`src/rtl/byteswap_arbiter.sv`:
```
// Round-robin shared byte-reversal unit: one registered result slot fed by NUM_REQ requesters.
// Optional completed-response counter is built only when BYTESWAP_ARB_STATS_EN is defined.
module byteswap_arbiter #(
    parameter int NUM_REQ = 4,
    parameter int DATA_W  = 32,
    parameter int ID_W    = 2
) (
    input  logic                      clk,
    input  logic                      resetn,
    input  logic                      cfg_bypass,
    input  logic [NUM_REQ-1:0]        req_valid,
    input  logic [NUM_REQ*DATA_W-1:0] req_data,
    output logic [NUM_REQ-1:0]        req_ready,
    output logic                      rsp_valid,
    output logic [DATA_W-1:0]         rsp_data,
    output logic [ID_W-1:0]           rsp_id,
    input  logic                      rsp_ready,
    output logic [15:0]               stat_count
);

    localparam int NUM_BYTES = DATA_W / 8;

    typedef enum logic {
        EMPTY = 1'b0,
        FULL  = 1'b1
    } slot_state_t;

    slot_state_t       state_q, state_d;
    logic [ID_W-1:0]   ptr_q, ptr_d;
    logic [ID_W-1:0]   grant_idx;
    logic              grant_any;
    logic              grant;
    logic              accept_en;
    logic [DATA_W-1:0] sel_data;
    logic [DATA_W-1:0] swap_data;
    logic [DATA_W-1:0] load_data;
    logic [DATA_W-1:0] rsp_data_q;
    logic [ID_W-1:0]   rsp_id_q;

    always_ff @(posedge clk) begin
        if (!resetn) begin
            state_q <= EMPTY;
        end else begin
            state_q <= state_d;
        end
    end

    always_comb begin
        state_d = state_q;
        case (state_q)
            EMPTY: begin
                if (grant) begin
                    state_d = FULL;
                end
            end
            FULL: begin
                if (grant) begin
                    state_d = FULL;
                end else if (rsp_ready) begin
                    state_d = EMPTY;
                end
            end
            default: state_d = EMPTY;
        endcase
    end

    // The slot may refill in the same cycle it drains, so rsp_ready feeds req_ready directly.
    always_comb begin
        rsp_valid = (state_q == FULL);
        accept_en = !rsp_valid || rsp_ready;
        grant     = grant_any && accept_en && resetn;
        req_ready = '0;
        for (int i = 0; i < NUM_REQ; i++) begin
            if (grant && (grant_idx == ID_W'(i))) begin
                req_ready[i] = 1'b1;
            end
        end
    end

    // Two passes give the wrapped search order: first indices at or above ptr, then those below it.
    always_comb begin
        grant_any = 1'b0;
        grant_idx = '0;
        for (int i = 0; i < NUM_REQ; i++) begin
            if (!grant_any && req_valid[i] && (ID_W'(i) >= ptr_q)) begin
                grant_any = 1'b1;
                grant_idx = ID_W'(i);
            end
        end
        for (int i = 0; i < NUM_REQ; i++) begin
            if (!grant_any && req_valid[i] && (ID_W'(i) < ptr_q)) begin
                grant_any = 1'b1;
                grant_idx = ID_W'(i);
            end
        end
    end

    always_comb begin
        ptr_d = ptr_q;
        if (grant) begin
            if (grant_idx == ID_W'(NUM_REQ - 1)) begin
                ptr_d = '0;
            end else begin
                ptr_d = grant_idx + ID_W'(1);
            end
        end
    end

    always_comb begin
        sel_data = '0;
        for (int i = 0; i < NUM_REQ; i++) begin
            sel_data = sel_data | ({DATA_W{req_ready[i]}} & req_data[i*DATA_W +: DATA_W]);
        end
        swap_data = '0;
        for (int b = 0; b < NUM_BYTES; b++) begin
            swap_data[b*8 +: 8] = sel_data[(NUM_BYTES-1-b)*8 +: 8];
        end
        load_data = cfg_bypass ? sel_data : swap_data;
    end

    // Data and id only move on a grant, so they hold through stalls and plain drains.
    always_ff @(posedge clk) begin
        if (!resetn) begin
            ptr_q      <= '0;
            rsp_data_q <= '0;
            rsp_id_q   <= '0;
        end else begin
            ptr_q <= ptr_d;
            if (grant) begin
                rsp_data_q <= load_data;
                rsp_id_q   <= grant_idx;
            end
        end
    end

    assign rsp_data = rsp_data_q;
    assign rsp_id   = rsp_id_q;

`ifdef BYTESWAP_ARB_STATS_EN
    logic [15:0] stat_q;

    always_ff @(posedge clk) begin
        if (!resetn) begin
            stat_q <= '0;
        end else if (rsp_valid && rsp_ready && (stat_q != 16'hFFFF)) begin
            stat_q <= stat_q + 16'd1;
        end
    end

    assign stat_count = stat_q;
`else
    assign stat_count = 16'h0000;
`endif

endmodule

```
`config.mk`:
```
export PLATFORM = sky130hd
export DESIGN_NAME = byteswap_arbiter
export DESIGN_NICKNAME = d
export VERILOG_FILES = /design/src/rtl/byteswap_arbiter.sv
export SDC_FILE = /design/constraint.sdc
export NUM_CORES = 1
export LEC_CHECK = 0
export ABC_AREA = 1
export ABC_CLOCK_PERIOD_IN_PS = 3600
export CAP_MARGIN = 30
export CORE_MARGIN = 2
export CORE_UTILIZATION = 39
export CTS_CLUSTER_SIZE = 16
export DETAILED_ROUTE_END_ITERATION = 10
export GPL_ROUTABILITY_DRIVEN = 0
export PLACE_DENSITY = 0.88
export SLEW_MARGIN = 20
export SYNTH_ARGS = -nofsm -noshare
export SYNTH_HDL_FRONTEND = slang
export SYNTH_SLANG_ARGS = --single-unit
```
`constraint.sdc`:
```
create_clock -name clk -period 3.6 [get_ports clk]
set_clock_uncertainty 0.2 [all_clocks]
set_input_delay 0.72 -clock clk [delete_from_list [all_inputs] [get_ports clk]]
set_output_delay 0.72 -clock clk [all_outputs]
set_load 0.005 [all_outputs]
```
==> results.cfg <==
[run_status]
outcome = completed

[floorplanning]
ios = 191
die_w_um = 96.12
start_util_pct = 40.28
die_h_um = 96.12
core_area_um2 = 8217
num_rows = 33
die_area_um2 = 9238

[critical_path]
end_kind = primary output
worstSetupEndpoint = req_ready[0]
cp_slowest_stage_delay_ns = 0.50
crit_type = input port to primary output
critPathLaunch = req_valid[3]
reg2reg_from = ptr_q[1]
crit_required_ns = 2.68
r2r_end = rsp_data[2]
worst_path_max_delay_cell = clkdlybuf4s50_1
worstPathCellList = clkdlybuf4s50_1, inv_1, nand4_1, nand3_1, nand2_2, inv_2, ha_1, nand2_1, inv_2, clkdlybuf4s50_1
critPathArrivalTime_ns = 2.58
critPathLaunchType = input port
reg2reg_depth = 16
r2r_slack_ns = 1.02
critPathMaxFanout = 5

[cells_and_area]
n_fill_cell = 763
fin_nets = 820
register_area_um2 = 740.7
multi_input_area_um2 = 1968
antenna_cells = 0
drive_gt1_share_pct = 6.735
finalNonFillerCells = 788
area_delta_synth_final_pct = 52.63

[synth]
synth_top_cell_by_area = dfxtp_1
async_flop_share_pct = 0
yosys_warnings = 0
synth_fa_ha_area_share_pct = 0.7561
synth_mux_area_share_pct = 0
synthXorXnorAreaFrac_pct = 0
netlist_area_um2 = 3309
ys_seq_area_share_pct = 22.38
synthFlopType = dfxtp_1
ys_ff_latch = 37
synth-simple-area-share_pct = 54.63
netlist.area_leader.share_pct = 22.38
yosys-top-cells-count = nand2_1 (148), nand4_1 (118), nand3_1 (78)
avgSynthCellArea_um2 = 6.221
synth_top_family_by_area = simple AND/OR/NAND/NOR gates
synth_compound_area_share_pct = 2.193
synth_cell_types = 24
synth_enable_flop_cells = 0
syn_inst = 532
synth.most_common_cell = nand2_1
ys_top_cells_by_area = dfxtp_1 (22%), nand4_1 (22%), nand2_1 (17%)

[power]
leakagePower_uw = 0.002247
p_total_uw = 1510
power.density_nw_per_um2 = 298.9
ir_drop_uv = 237.2

[min_path]
worstHoldPathType = register to register

[sta]
setup_tns_ns = 0
min_period_ns = 3.503
hold_ws_ns = 0.2768
tightest_slew_ns = 0.5395
maxSlewHeadroom_pct = 64.04
finalMaxSlewViolations = 0
setup_viol = 0
hold_viol = 0
rsz0062_at_grt = true
finalCritPeriodShare_pct = 97.31
fmax_ghz = 0.2854

[clock_network]
h-tree-depth = 2
cts_tree = built
clk_latency_ns = 0.29
clockRootBuffer = clkbuf_8
clock-sinks = 37
cts_buffer_depth = 2
numCtsBuffers = 5
clk_pin_slew_worst_paths_ns = 0.08

[placed_design]
dp_hpwl_um = 10000
port_buffers = 174
place_inst = 776

[route]
dr.pass1.iters = 5
vias = 4443
routedWlPerCell_um = 16.78
via_per_inst = 5.638
dr.first_iter.drc_count = 262
finalWirelength_um = 13220
postRouteAntennaNets = 0
drc_errors = 0

[global_route]
first_global_vias = 4304
grt_pass1_wl_um = 20380
antenna_found_initial = 0
grt.overflow.total = 0
grt_usage_pct = 28.40
grt_max_degree = 58

[job]
cap_violations = 0
[where the power goes]
part           internal [µW]  switching [µW]  total, µW
clock                    134             155        289
sequential               470            33.1        503
combinational            356             361        718
[cells in the final DEF (no fill, tap or decap), drive strengths merged]
cell / count
inv: 41
dlymetal6s2s: 1
nor3: 1
clkdlybuf4s50: 171
buf: 21
a21oi: 6
nand3: 78
ha: 2
nand4: 119
dlygate4sd2: 2
clkbuf: 6
conb: 16
dfxtp: 37
clkinv: 20
nor2: 4
o21ai: 4
nand2: 153
nand3b: 1
[worst max-delay path, delay by kind of cell]
kind / cells / cell delay, ns
buffers and inverters: 5 / 1.29
adder cells (fa/ha/maj): 1 / 0.19
AND/OR/NAND/NOR: 4 / 0.39
[routing by layer]
metal  vias up  GRT usage (%)  wire (µm)
met5         -              0          0
met4         0          12.98        485
met3        38          8.222       1423
met2       240          51.97       6629
met1      2079          29.72       4681
li1       2086              -          -
[cell type report]
class                   instances  share of cell area (%)
multi-input cells             384                   38.96
repair buffers                195                   37.75
flip-flops and latches         37                   14.66
inverters                      59                   4.384
well taps                     105                   2.601
clock buffers                   6                   1.437
clock inverters                 2                  0.1982
[flip-flops by register name (all words and copies together) (netlist names)]
| name | count |
|---|---|
| rsp_valid | 1 |
| rsp_id | 2 |
| ptr_q | 2 |
| rsp_data | 32 |
[metrics by stage]
stage	instance area (µm²)	setup slack [ns]	utilization (%)
finish	5051	0.09671	61.47
global route	5051	-0.02726	61.47
CTS	5024	0.01946	61.14
detailed placement	4928	-0.06753	59.98
global placement	4928	0.05096	59.98
floorplan	3366	0.4152	-
[worst min path at each step]
stage / from / end / slack (ns) / cells past startpoint
final: rsp_id[1] / rsp_id[1] / 0.28 / 2
after global routing: rsp_id[1] / rsp_id[1] / 0.29 / 2
after CTS: rsp_id[1] / rsp_id[1] / 0.28 / 2
after detailed placement: rsp_id[1] / rsp_id[1] / 0.27 / 2
after global placement: rsp_id[1] / rsp_id[1] / 0.26 / 2
after floorplan: ptr_q[0] / ptr_q[0] / 0.24 / 2
[cell families (layout without fill, tap and decap cells)]
family / after synthesis / count (layout)
simple gates: 356 / 356
buf+inv: 126 / 262
other cells: 1 / 16
fa+ha+maj: 2 / 2
compound gates: 10 / 10
flops: 37 / 37
[timing repair]
item | CTS | global route
setup buffers | 2 | 1
pin swaps | 1 | 0
endpoints found under the hold margin | 0 | 0
hold buffers | 0 | 0
gates resized for setup | 2 | 2
endpoints found under the setup margin | 2 | 3
Note: power is estimated with default switching activity, not from simulation.
